==> config.mk <==
export PLATFORM = sky130hd
export DESIGN_NAME = oam_dma
export DESIGN_NICKNAME = d
export VERILOG_FILES = /design/src/rtl/gb_pkg.sv /design/src/rtl/oam_dma.sv
export SDC_FILE = /design/constraint.sdc
export NUM_CORES = 1
export LEC_CHECK = 0
export BUFFER_PORTS_ARGS = -buffer_cell sky130_fd_sc_hd__buf_4
export CORE_AREA = 2 2 63 65
export CTS_CLUSTER_DIAMETER = 60
export DETAILED_ROUTE_END_ITERATION = 8
export DIE_AREA = 0 0 65 67
export PLACE_DENSITY = 0.82
export SYNTH_ARGS = -nofsm -noshare
export SYNTH_HDL_FRONTEND = slang
export SYNTH_SLANG_ARGS = --single-unit
==> constraint.sdc <==
create_clock -name clk -period 3.2 [get_ports clk]
set_input_delay 0.16 -clock clk [delete_from_list [all_inputs] [get_ports clk]]
set_output_delay 0.16 -clock clk [all_outputs]
set_load 0.02 [all_outputs]
==> src/rtl/gb_pkg.sv <==
// Shared Game Boy bus constants and the OAM DMA state encoding.
// Used by oam_dma; the start delay itself is selected by OAM_DMA_START_DELAY_EN.
package gb_pkg;

   localparam logic [15:0] DMA_REG_ADDR    = 16'hFF46;
   localparam logic [15:0] OAM_BASE        = 16'hFE00;
   localparam int unsigned OAM_BYTES       = 160;
   localparam logic [7:0]  ECHO_PAGE_START = 8'hE0;
   localparam logic [7:0]  ECHO_OFFSET     = 8'h20;

   typedef enum logic [1:0] {
      IDLE,
      START,
      XFER
   } dma_state_t;

   // Pages E0..FF alias work RAM C0..DF (echo RAM).
   function automatic logic [7:0] src_page(input logic [7:0] page);
      return (page >= ECHO_PAGE_START) ? (page - ECHO_OFFSET) : page;
   endfunction

endpackage

==> src/rtl/oam_dma.sv <==
// Game Boy OAM DMA: copies 160 bytes from page {FF46,00} into OAM at FE00.
// Define OAM_DMA_START_DELAY_EN to insert the DMG one-M-cycle start delay.
module oam_dma
   import gb_pkg::*;
#(
   parameter int unsigned CLKS_PER_MCYCLE = 4
)
(
   input  logic        clk,
   input  logic        reset,
   input  logic [15:0] cpu_addr,
   input  logic [7:0]  cpu_data_w,
   input  logic        cpu_write_enable,
   output logic [7:0]  cpu_data_r,
   output logic        dma_active,
   output logic [15:0] dma_addr,
   input  logic [7:0]  dma_data_r,
   output logic [7:0]  dma_data_w,
   output logic        dma_write_enable
);

   localparam int unsigned        PHASE_W    = $clog2(CLKS_PER_MCYCLE);
   localparam logic [PHASE_W-1:0] PHASE_LAST = PHASE_W'(CLKS_PER_MCYCLE - 1);
   localparam logic [PHASE_W-1:0] PHASE_ONE  = PHASE_W'(1);
   localparam logic [7:0]         INDEX_LAST = 8'(OAM_BYTES - 1);

`ifdef OAM_DMA_START_DELAY_EN
   localparam dma_state_t TRIG_STATE = START;
`else
   localparam dma_state_t TRIG_STATE = XFER;
`endif

   dma_state_t         r_state;
   logic [7:0]         r_page;
   logic [7:0]         r_index;
   logic [PHASE_W-1:0] r_phase;
   logic [7:0]         r_byte_q;
   logic [15:0]        r_dma_addr;
   logic               r_dma_we;

   dma_state_t         w_state;
   logic [7:0]         w_page;
   logic [7:0]         w_index;
   logic [PHASE_W-1:0] w_phase;
   logic               w_trigger;
   logic [15:0]        w_src_addr;

   always_comb begin
      w_trigger  = cpu_write_enable && (cpu_addr == DMA_REG_ADDR);
      w_page     = w_trigger ? cpu_data_w : r_page;
      w_state    = r_state;
      w_index    = r_index;
      w_phase    = r_phase;
      if (w_trigger) begin
         w_state = TRIG_STATE;
         w_index = '0;
         w_phase = '0;
      end else begin
         case (r_state)
            START: begin
               if (r_phase == PHASE_LAST) begin
                  w_state = XFER;
                  w_phase = '0;
               end else begin
                  w_phase = r_phase + PHASE_ONE;
               end
            end
            XFER: begin
               if (r_phase == PHASE_LAST) begin
                  w_phase = '0;
                  if (r_index == INDEX_LAST) begin
                     w_state = IDLE;
                     w_index = '0;
                  end else begin
                     w_index = r_index + 8'd1;
                  end
               end else begin
                  w_phase = r_phase + PHASE_ONE;
               end
            end
            default: ;
         endcase
      end
      w_src_addr = {src_page(w_page), w_index};
   end

   // Bus outputs are registered from the next-state values so they line up
   // with the phase that state occupies.
   always_ff @(posedge clk) begin
      if (reset) begin
         r_state    <= IDLE;
         r_page     <= 8'hFF;
         r_index    <= '0;
         r_phase    <= '0;
         r_byte_q   <= '0;
         r_dma_addr <= '0;
         r_dma_we   <= 1'b0;
      end else begin
         r_state <= w_state;
         r_page  <= w_page;
         r_index <= w_index;
         r_phase <= w_phase;
         if ((r_state == XFER) && (r_phase == '0)) begin
            r_byte_q <= dma_data_r;
         end
         r_dma_we <= (w_state == XFER) && (w_phase == PHASE_ONE);
         if (w_state == XFER) begin
            r_dma_addr <= (w_phase == '0) ? w_src_addr : (OAM_BASE + {8'h00, w_index});
         end else begin
            r_dma_addr <= '0;
         end
      end
   end

   assign cpu_data_r       = r_page;
   assign dma_active       = (r_state != IDLE);
   assign dma_addr         = r_dma_addr;
   assign dma_data_w       = r_byte_q;
   assign dma_write_enable = r_dma_we;

endmodule

==> results of run 1 <==
[registers in the layout (all words and copies together), names as in the netlist]
signal / flops
cpu_data_r: 8
dma_addr: 16
dma_data_w: 8
dma_write_enable: 1
r_index: 8
r_phase: 2
r_state: 2
[area by class of cell]
cell class / instances / share of cell area (%)
inverters: 7 / 1.06
repair buffers: 69 / 20.8
well taps: 48 / 2.42
multi-input cells: 143 / 36.0
clock buffers: 7 / 3.47
flip-flops and latches: 45 / 36.2
[power groups by stage]
stage	logic, W	registers, W	clock network [W]
finish	0.0000430	0.000560	0.000340
global route	0.0000465	0.000559	0.000374
CTS	0.0000432	0.000559	0.000354
detailed placement	0.0000429	0.000573	0
global placement	0.0000424	0.000573	0
floorplan	0.00000958	0.000573	0
[worst max-delay path, stage by stage, from the launching register on]
cell and delay [ns]:
dfxtp_1 0.38, inv_1 0.07, ha_1 0.46, nand2_1 0.12, a21boi_0 0.22, o32ai_1 0.12, o21a_2 0.27, or2_1 0.37
nor3b_2 0.21
[through the flow]
step | std cells | worst slack (ns) | hold slack, ns | power, W | utilization (%)
5_1_grt | 319 | 0.735 | 0.114 | 0.000980 | 68.9
4_1_cts | 319 | 0.955 | 0.0986 | 0.000956 | 68.9
3_5_place_dp | 312 | 0.980 | 0.410 | 0.000616 | 66.6
3_3_place_gp | 312 | 1.07 | 0.409 | 0.000615 | 66.6
6_report | 319 | 0.909 | 0.111 | 0.000942 | 68.9
2_1_floorplan | 206 | 1.12 | 0.308 | 0.000582 | -
[layout by cell type (no fill, tap or decap), types with 3 or more instances in the layout]
cell      instances
nor3_1            9
ha_1              7
inv_1             7
dfxtp_1          45
o21ai_0           4
nand4_1           4
nand2b_1         10
buf_4            69
clkbuf_8          6
mux2i_1          13
nor2_1           16
nand3_1          11
a21boi_0          3
nand2_1          22
a21oi_1          20
[worst min-delay path by stage]
stage / from / end / slack (ns) / depth (start not counted)
final: cpu_data_w[3] / cpu_data_r[3]$_SDFF_PP1_ / 0.11 / 3
after floorplan: dma_data_r[0] / dma_data_w[0]$_SDFFE_PP0P_ / 0.31 / 2
after global placement: cpu_data_w[2] / cpu_data_r[2]$_SDFF_PP1_ / 0.41 / 3
after global routing: dma_data_r[1] / dma_data_w[1]$_SDFFE_PP0P_ / 0.11 / 3
after CTS: cpu_data_w[4] / cpu_data_r[4]$_SDFF_PP1_ / 0.1 / 3
after detailed placement: cpu_data_w[4] / cpu_data_r[4]$_SDFF_PP1_ / 0.41 / 3
[kinds of logic (layout without fill, tap and decap cells)]
group	Yosys count	count (layout)
compound gates	38	38
xor+xnor	3	3
fa+ha+maj	7	7
buf+inv	18	83
flops	45	45
mux	13	13
simple gates	82	82
[routing by layer]
metal  GRT usage [%]  wire, um
met1            22.8      1700
met2            32.9      2040
met3            6.59       316
met4            9.84        44
met5               0         0
==> results by group, run 1 <==
Detailed routing
  • DR iter-0 viols: 115
  • Routed WL per cell: 12.9 um
  • Via count: about 1600
  • Final wirelength: 4100 um
  • Final ANT Viol Nets: 0
  • DRC viols: 0
  • Vias per cell: 5.17
  • First drt pass iteration count: 4

Floorplanning
  • Die X: roughly 65 um
  • Initial Util: 51.9%
  • Row cnt: 22
  • I/O pins: 69
  • Core region area: 3610 um^2
  • Die Ht: 67 um
  • Die area: 4360 um^2

Setup path
  • R2R Setup Slk: 0.91 ns
  • Crit path from: r_state[0]$_SDFF_PP0_
  • Critical path capture point: dma_addr[7]$_SDFF_PP0_
  • Data required time of the worst path: 3.42 ns
  • Critical path arrival: 2.51 ns
  • R2r endpoint: dma_addr[7]$_SDFF_PP0_
  • Reg2reg path depth: 8
  • Setup crit end kind: flip-flop
  • Worst-path maximum fanout: 10
  • R2R Path Start: r_state[0]$_SDFF_PP0_
  • Crit path launch type: flip-flop
  • Worst Setup Path Type: reg -> reg

Clocking
  • Num CTS Buffers: 5
  • CTS sink count: between 40 and 50
  • Clock Path Buffers: 2
  • Hold_buf cts: 0
  • Setup Buffers After CTS: 0
  • Root Driver: clkbuf_8
  • Worst-path clk slew: 0.07 ns
  • CTS resizes: 0
  • Worst skew pair latency: 0.29 ns
  • H-tree Lvls: 2
  • CTS tree: built

Placement
  • Placed Area: around 2400 um^2
  • I/O Buffers: 68
  • Gp weighted congestion: 0.974
  • Post-DP HPWL: 3000 um

Logic synthesis
  • Syn Area/Cell: 9.08 um^2
  • Post-Synthesis Cells: 206
  • Seq/Total Area, Yosys: between 40% and 50%
  • Async S/R FF share, synth: 0%
  • Post-Synth Simple-Gate Area: 22.3%
  • Number of synthesized flops with an enable pin: 0
  • Synth Net Count: roughly 250
  • Synthesis-stage register bit count: 45
  • Top FF cell, synth: dfxtp_1
  • Cell with the most instances after synthesis: dfxtp_1
  • Post-synth top cells: dfxtp_1, nand2_1, a21oi_1
  • Compound-Gate Fraction of Synth Area: 12.5%
  • Yosys warning total: 0
  • Cell taking the most area after synthesis: dfxtp_1
  • Largest family of logic cells by synthesized area: simple AND/OR/NAND/NOR gates
  • Mux share of post-synthesis cell area: 6.96%
  • Top post-synthesis cells by area: dfxtp_1, mux2i_1, a21oi_1
  • Top cell type's share of synthesized area: 48.2%
  • Post-Synth XOR/XNOR Area: 1.40%
  • Post-Synth Adder-Cell Area: 4.68%
  • Post-synth cell types: 34
  • Post-Syn Area: around 1900 um^2

Power
  • Share of power burned in registers: 59.4%
  • Switch Pwr: 0.000182 W
  • Logic pwr share: 4.6%
  • Clock share of power: 36.1%
  • Static leakage: 1.11 nW
  • Power Density: 379 nW/um^2
  • Int Pwr: between 0.0007 and 0.0008 W
  • Sw Share: 19.3%
  • Peak supply drop: 0.000308 V

GRT
  • Vias in the first global route: 1540
  • Grt ovf: 0
  • First-pass GRT wire length: 6620 um
  • Total track usage: 19.8%
  • Initial antenna violation count: 0
  • Pin count of the biggest net entering global routing: 20

Final layout
  • Multi-input logic area: 895 um^2
  • Fin nets: 313
  • Fraction of layout cells with a size suffix above 1: 28.8%
  • Layout area overhead: 32.9%
  • Design area: between 2000 and 2500 um^2
  • Filler cells: 294
  • Ant diodes: 0
  • Register Area: 901 um^2

Run
  • Max Cap Viol: 0

Min path
  • Min-Delay Path Class: in -> reg

STA
  • Worst Max-Slew Pin Slew: around 0.57 ns
  • Final period util: between 70 and 80%
  • Final-report hold violation count: 0
  • Max frequency: 0.436 GHz
  • Setup TNS Final: 0 ns
  • Clock Skew: 0.00395 ns
  • Period minus WS final: 2.29 ns
  • Max transition margin: just over 60%
  • Final setup violation count: 0
  • Fin. max-slew vios: 0
  • RSZ-0062 raised after global routing: no

Status
  • Outcome: completed
Power figures use the tool's default switching activity.
==> run 2: changes to the inputs <==
--- a/config.mk
+++ b/config.mk
@@ -6,11 +6,11 @@
 export NUM_CORES = 1
 export LEC_CHECK = 0
 export BUFFER_PORTS_ARGS = -buffer_cell sky130_fd_sc_hd__buf_4
-export CORE_AREA = 2 2 63 65
+export CORE_AREA = 2 2 66 68
 export CTS_CLUSTER_DIAMETER = 60
 export DETAILED_ROUTE_END_ITERATION = 8
-export DIE_AREA = 0 0 65 67
-export PLACE_DENSITY = 0.82
+export DIE_AREA = 0 0 68 70
+export PLACE_DENSITY = 0.76
 export SYNTH_ARGS = -nofsm -noshare
 export SYNTH_HDL_FRONTEND = slang
 export SYNTH_SLANG_ARGS = --single-unit
==> constraint.sdc (replaced) <==
create_clock -name clk -period 2.4 [get_ports clk]
set_input_delay 0.12 -clock clk [delete_from_list [all_inputs] [get_ports clk]]
set_output_delay 0.12 -clock clk [all_outputs]
set_load 0.02 [all_outputs]
==> results by group, run 2 (synthesis gave the netlist of run 1 again) <==
Setup path
  • Critical path arrival: 2.34 ns (was 2.51 ns)
  • R2r endpoint: dma_addr[7]$_SDFF_PP0_ (unchanged)
  • Worst Setup Path Type: reg -> reg (unchanged)
  • Data required time of the worst path: 2.63 ns (was 3.42 ns)
  • Reg2reg path depth: 8 (unchanged)
  • R2R Path Start: r_state[0]$_SDFF_PP0_ (unchanged)
  • Worst-path maximum fanout: 10 (unchanged)
  • Setup crit end kind: flip-flop (unchanged)
  • Crit path launch type: flip-flop (unchanged)
  • R2R Setup Slk: 0.28 ns (was 0.91 ns)

Min path
  • Hold Startpoint: cpu_data_w[2] (was cpu_data_w[3])
  • Hold Path End: cpu_data_r[2]$_SDFF_PP1_ (was cpu_data_r[3]$_SDFF_PP1_)
  • Hold path depth: 3 (unchanged)
  • Min-Delay Path Class: in -> reg (unchanged)

STA
  • Max frequency: 0.473 GHz (was 0.436 GHz)
  • Final-report hold violation count: 0 (unchanged)
  • Final period util: 88.2% (was 71.6%)
  • Hold WS: 0.0651 ns (was 0.111 ns)
  • Worst Max-Slew Pin Slew: 0.592 ns (was 0.572 ns)
  • Max transition margin: 60.5% (was 61.8%)
  • Final setup violation count: 0 (unchanged)
  • Setup TNS Final: 0 ns (unchanged)
  • Clock Skew: 0.00516 ns (was 0.00395 ns)
  • Period minus WS final: 2.12 ns (was 2.29 ns)
  • Final worst slack: 0.284 ns (was 0.909 ns)
  • RSZ-0062 raised after global routing: no (unchanged)
  • Fin. max-slew vios: 0 (unchanged)

GRT
  • Total track usage: 18.1% (was 19.8%)
  • Initial antenna violation count: 0 (unchanged)
  • Pin count of the biggest net entering global routing: 20 (unchanged)
  • Vias in the first global route: 1501 (was 1540)
  • Grt ovf: 0 (unchanged)
  • First-pass GRT wire length: 6560 um (was 6620 um)

Power
  • Int Pwr: 0.00120 W (was 0.000760 W)
  • Total chip power: 0.00146 W (was 0.000942 W)
  • Power Density: 572 nW/um^2 (was 379 nW/um^2)
  • Clock share of power: 45.0% (was 36.1%)
  • Sw Share: 17.9% (was 19.3%)
  • Logic pwr share: 3.9% (was 4.6%)
  • Peak supply drop: 0.000345 V (was 0.000308 V)
  • Static leakage: 1.14 nW (was 1.11 nW)
  • Switch Pwr: 0.000262 W (was 0.000182 W)
  • Share of power burned in registers: 51.1% (was 59.4%)

Clocking
  • Clock Path Buffers: 2 (unchanged)
  • CTS sink count: 45 (unchanged)
  • Root Driver: clkbuf_8 (unchanged)
  • Hold_buf cts: 0 (unchanged)
  • Worst-path clk slew: 0.08 ns (was 0.07 ns)
  • Worst skew pair latency: 0.29 ns (about the same)
  • H-tree Lvls: 2 (unchanged)
  • Num CTS Buffers: 5 (unchanged)
  • CTS tree: built (unchanged)
  • Setup Buffers After CTS: 0 (unchanged)
  • CTS resizes: 0 (unchanged)

Final layout
  • Ant diodes: 0 (unchanged)
  • Multi-input logic area: 895 um^2 (unchanged)
  • Fin util: 61.6% (was 68.9%)
  • Max FFs per register: 16 (unchanged)
  • Most frequent cells in the layout: buf_4, dfxtp_1, nand2_1, a21oi_1, nor2_1 (unchanged)
  • Fraction of layout cells with a size suffix above 1: 29.9% (was 28.8%)
  • Layout area overhead: 36.5% (was 32.9%)
  • Fin nets: 315 (was 313)
  • Commonest non-fill, non-tap cell in the layout: buf_4 (unchanged)
  • Register Area: 901 um^2 (unchanged)
  • Filler cells: 388 (was 294)

Detailed routing
  • Final wirelength: 3990 um (was 4100 um)
  • Routed WL per cell: 12.2 um (was 12.9 um)
  • DRC viols: 0 (unchanged)
  • First drt pass iteration count: 4 (unchanged)
  • Via count: 1628 (was 1648)
  • DR iter-0 viols: 41 (was 115)
  • Final ANT Viol Nets: 0 (unchanged)
  • Vias per cell: 4.99 (was 5.17)

Floorplanning
  • Die X: 68 um (was 65 um)
  • Initial Util: 45.1% (was 51.9%)
  • Core region area: 4140 um^2 (was 3610 um^2)
  • Die Ht: 70 um (was 67 um)
  • Row cnt: 24 (was 22)
  • I/O pins: 69 (unchanged)
  • Die area: 4760 um^2 (was 4360 um^2)

Placement
  • Gp weighted congestion: 0.781 (was 0.974)
  • Post-DP HPWL: 2970 um (was 3000 um)
  • I/O Buffers: 68 (unchanged)
  • Pre-CTS worst setup slack: 0.308 ns (was 0.980 ns)

Run
  • Max Cap Viol: 0 (unchanged)

Status
  • Outcome: completed (unchanged)
==> run 2: cell count changes in the layout (fill, tap and decap cells not counted), sizes merged <==
| cell | previous run | this run |
|---|---|---|
| clkbuf | 7 | 5 |
| clkinv | 0 | 1 |
| bufinv | 0 | 2 |
| buf | 69 | 71 |
==> run 2: how the worst max path moves through the flow <==
stage | cells past startpoint | slack [ns] | to | from
after floorplan | 10 | 0.32 | dma_addr[7]$_SDFF_PP0_ | r_state[0]$_SDFF_PP0_
after global placement | 8 | 0.35 | dma_addr[7]$_SDFF_PP0_ | r_state[0]$_SDFF_PP0_
after detailed placement | 8 | 0.31 | dma_addr[7]$_SDFF_PP0_ | r_state[0]$_SDFF_PP0_
after CTS | 8 | 0.27 | dma_addr[7]$_SDFF_PP0_ | r_state[0]$_SDFF_PP0_
after global routing | 7 | 0.16 | dma_addr[9]$_SDFF_PP0_ | r_index[0]$_SDFF_PP0_
final | 8 | 0.28 | dma_addr[7]$_SDFF_PP0_ | r_state[0]$_SDFF_PP0_
==> run 2: routing by layer <==
| metal | up-vias | share of wire, % | track usage (%) |
|---|---|---|---|
| met5 | - | 0 | 0 |
| met4 | 0 | 1.5 | 6.67 |
| met3 | 6 | 7.5 | 7.09 |
| met2 | 38 | 47 | 29.1 |
| met1 | 741 | 44 | 21.5 |
| li1 | 843 | - | - |
==> run 2: per-stage QoR <==
step	cells	cell area, um^2
2_1_floorplan	206	1870
3_3_place_gp	318	2420
3_5_place_dp	318	2420
4_1_cts	326	2550
5_1_grt	326	2550
6_report	326	2550
==> run 2: power groups by stage <==
stage	Combinational, W	Clock, W	Sequential [W]
finish	0.0000573	0.000657	0.000746
floorplan	0.0000128	0	0.000763
detailed placement	0.0000574	0	0.000763
global placement	0.0000570	0	0.000763
global route	0.0000619	0.000699	0.000746
CTS	0.0000576	0.000673	0.000746
==> run 2: layout make-up <==
cell class	instances	share of cell area, %
timing repair buffer	71	20.9
tap	52	2.55
sequential	45	35.3
clock buffer	5	2.69
multi-input combinational	143	35.0
inverter	7	1.03
clock inverter	3	2.55
==> run 2: critical path, cell delays in order (launching register included) <==
cell	delay, ns
dfxtp_1	0.37
inv_1	0.07
ha_1	0.43
nand2_1	0.10
a21boi_0	0.18
o32ai_1	0.12
o21a_2	0.21
or2_1	0.34
nor3b_2	0.21
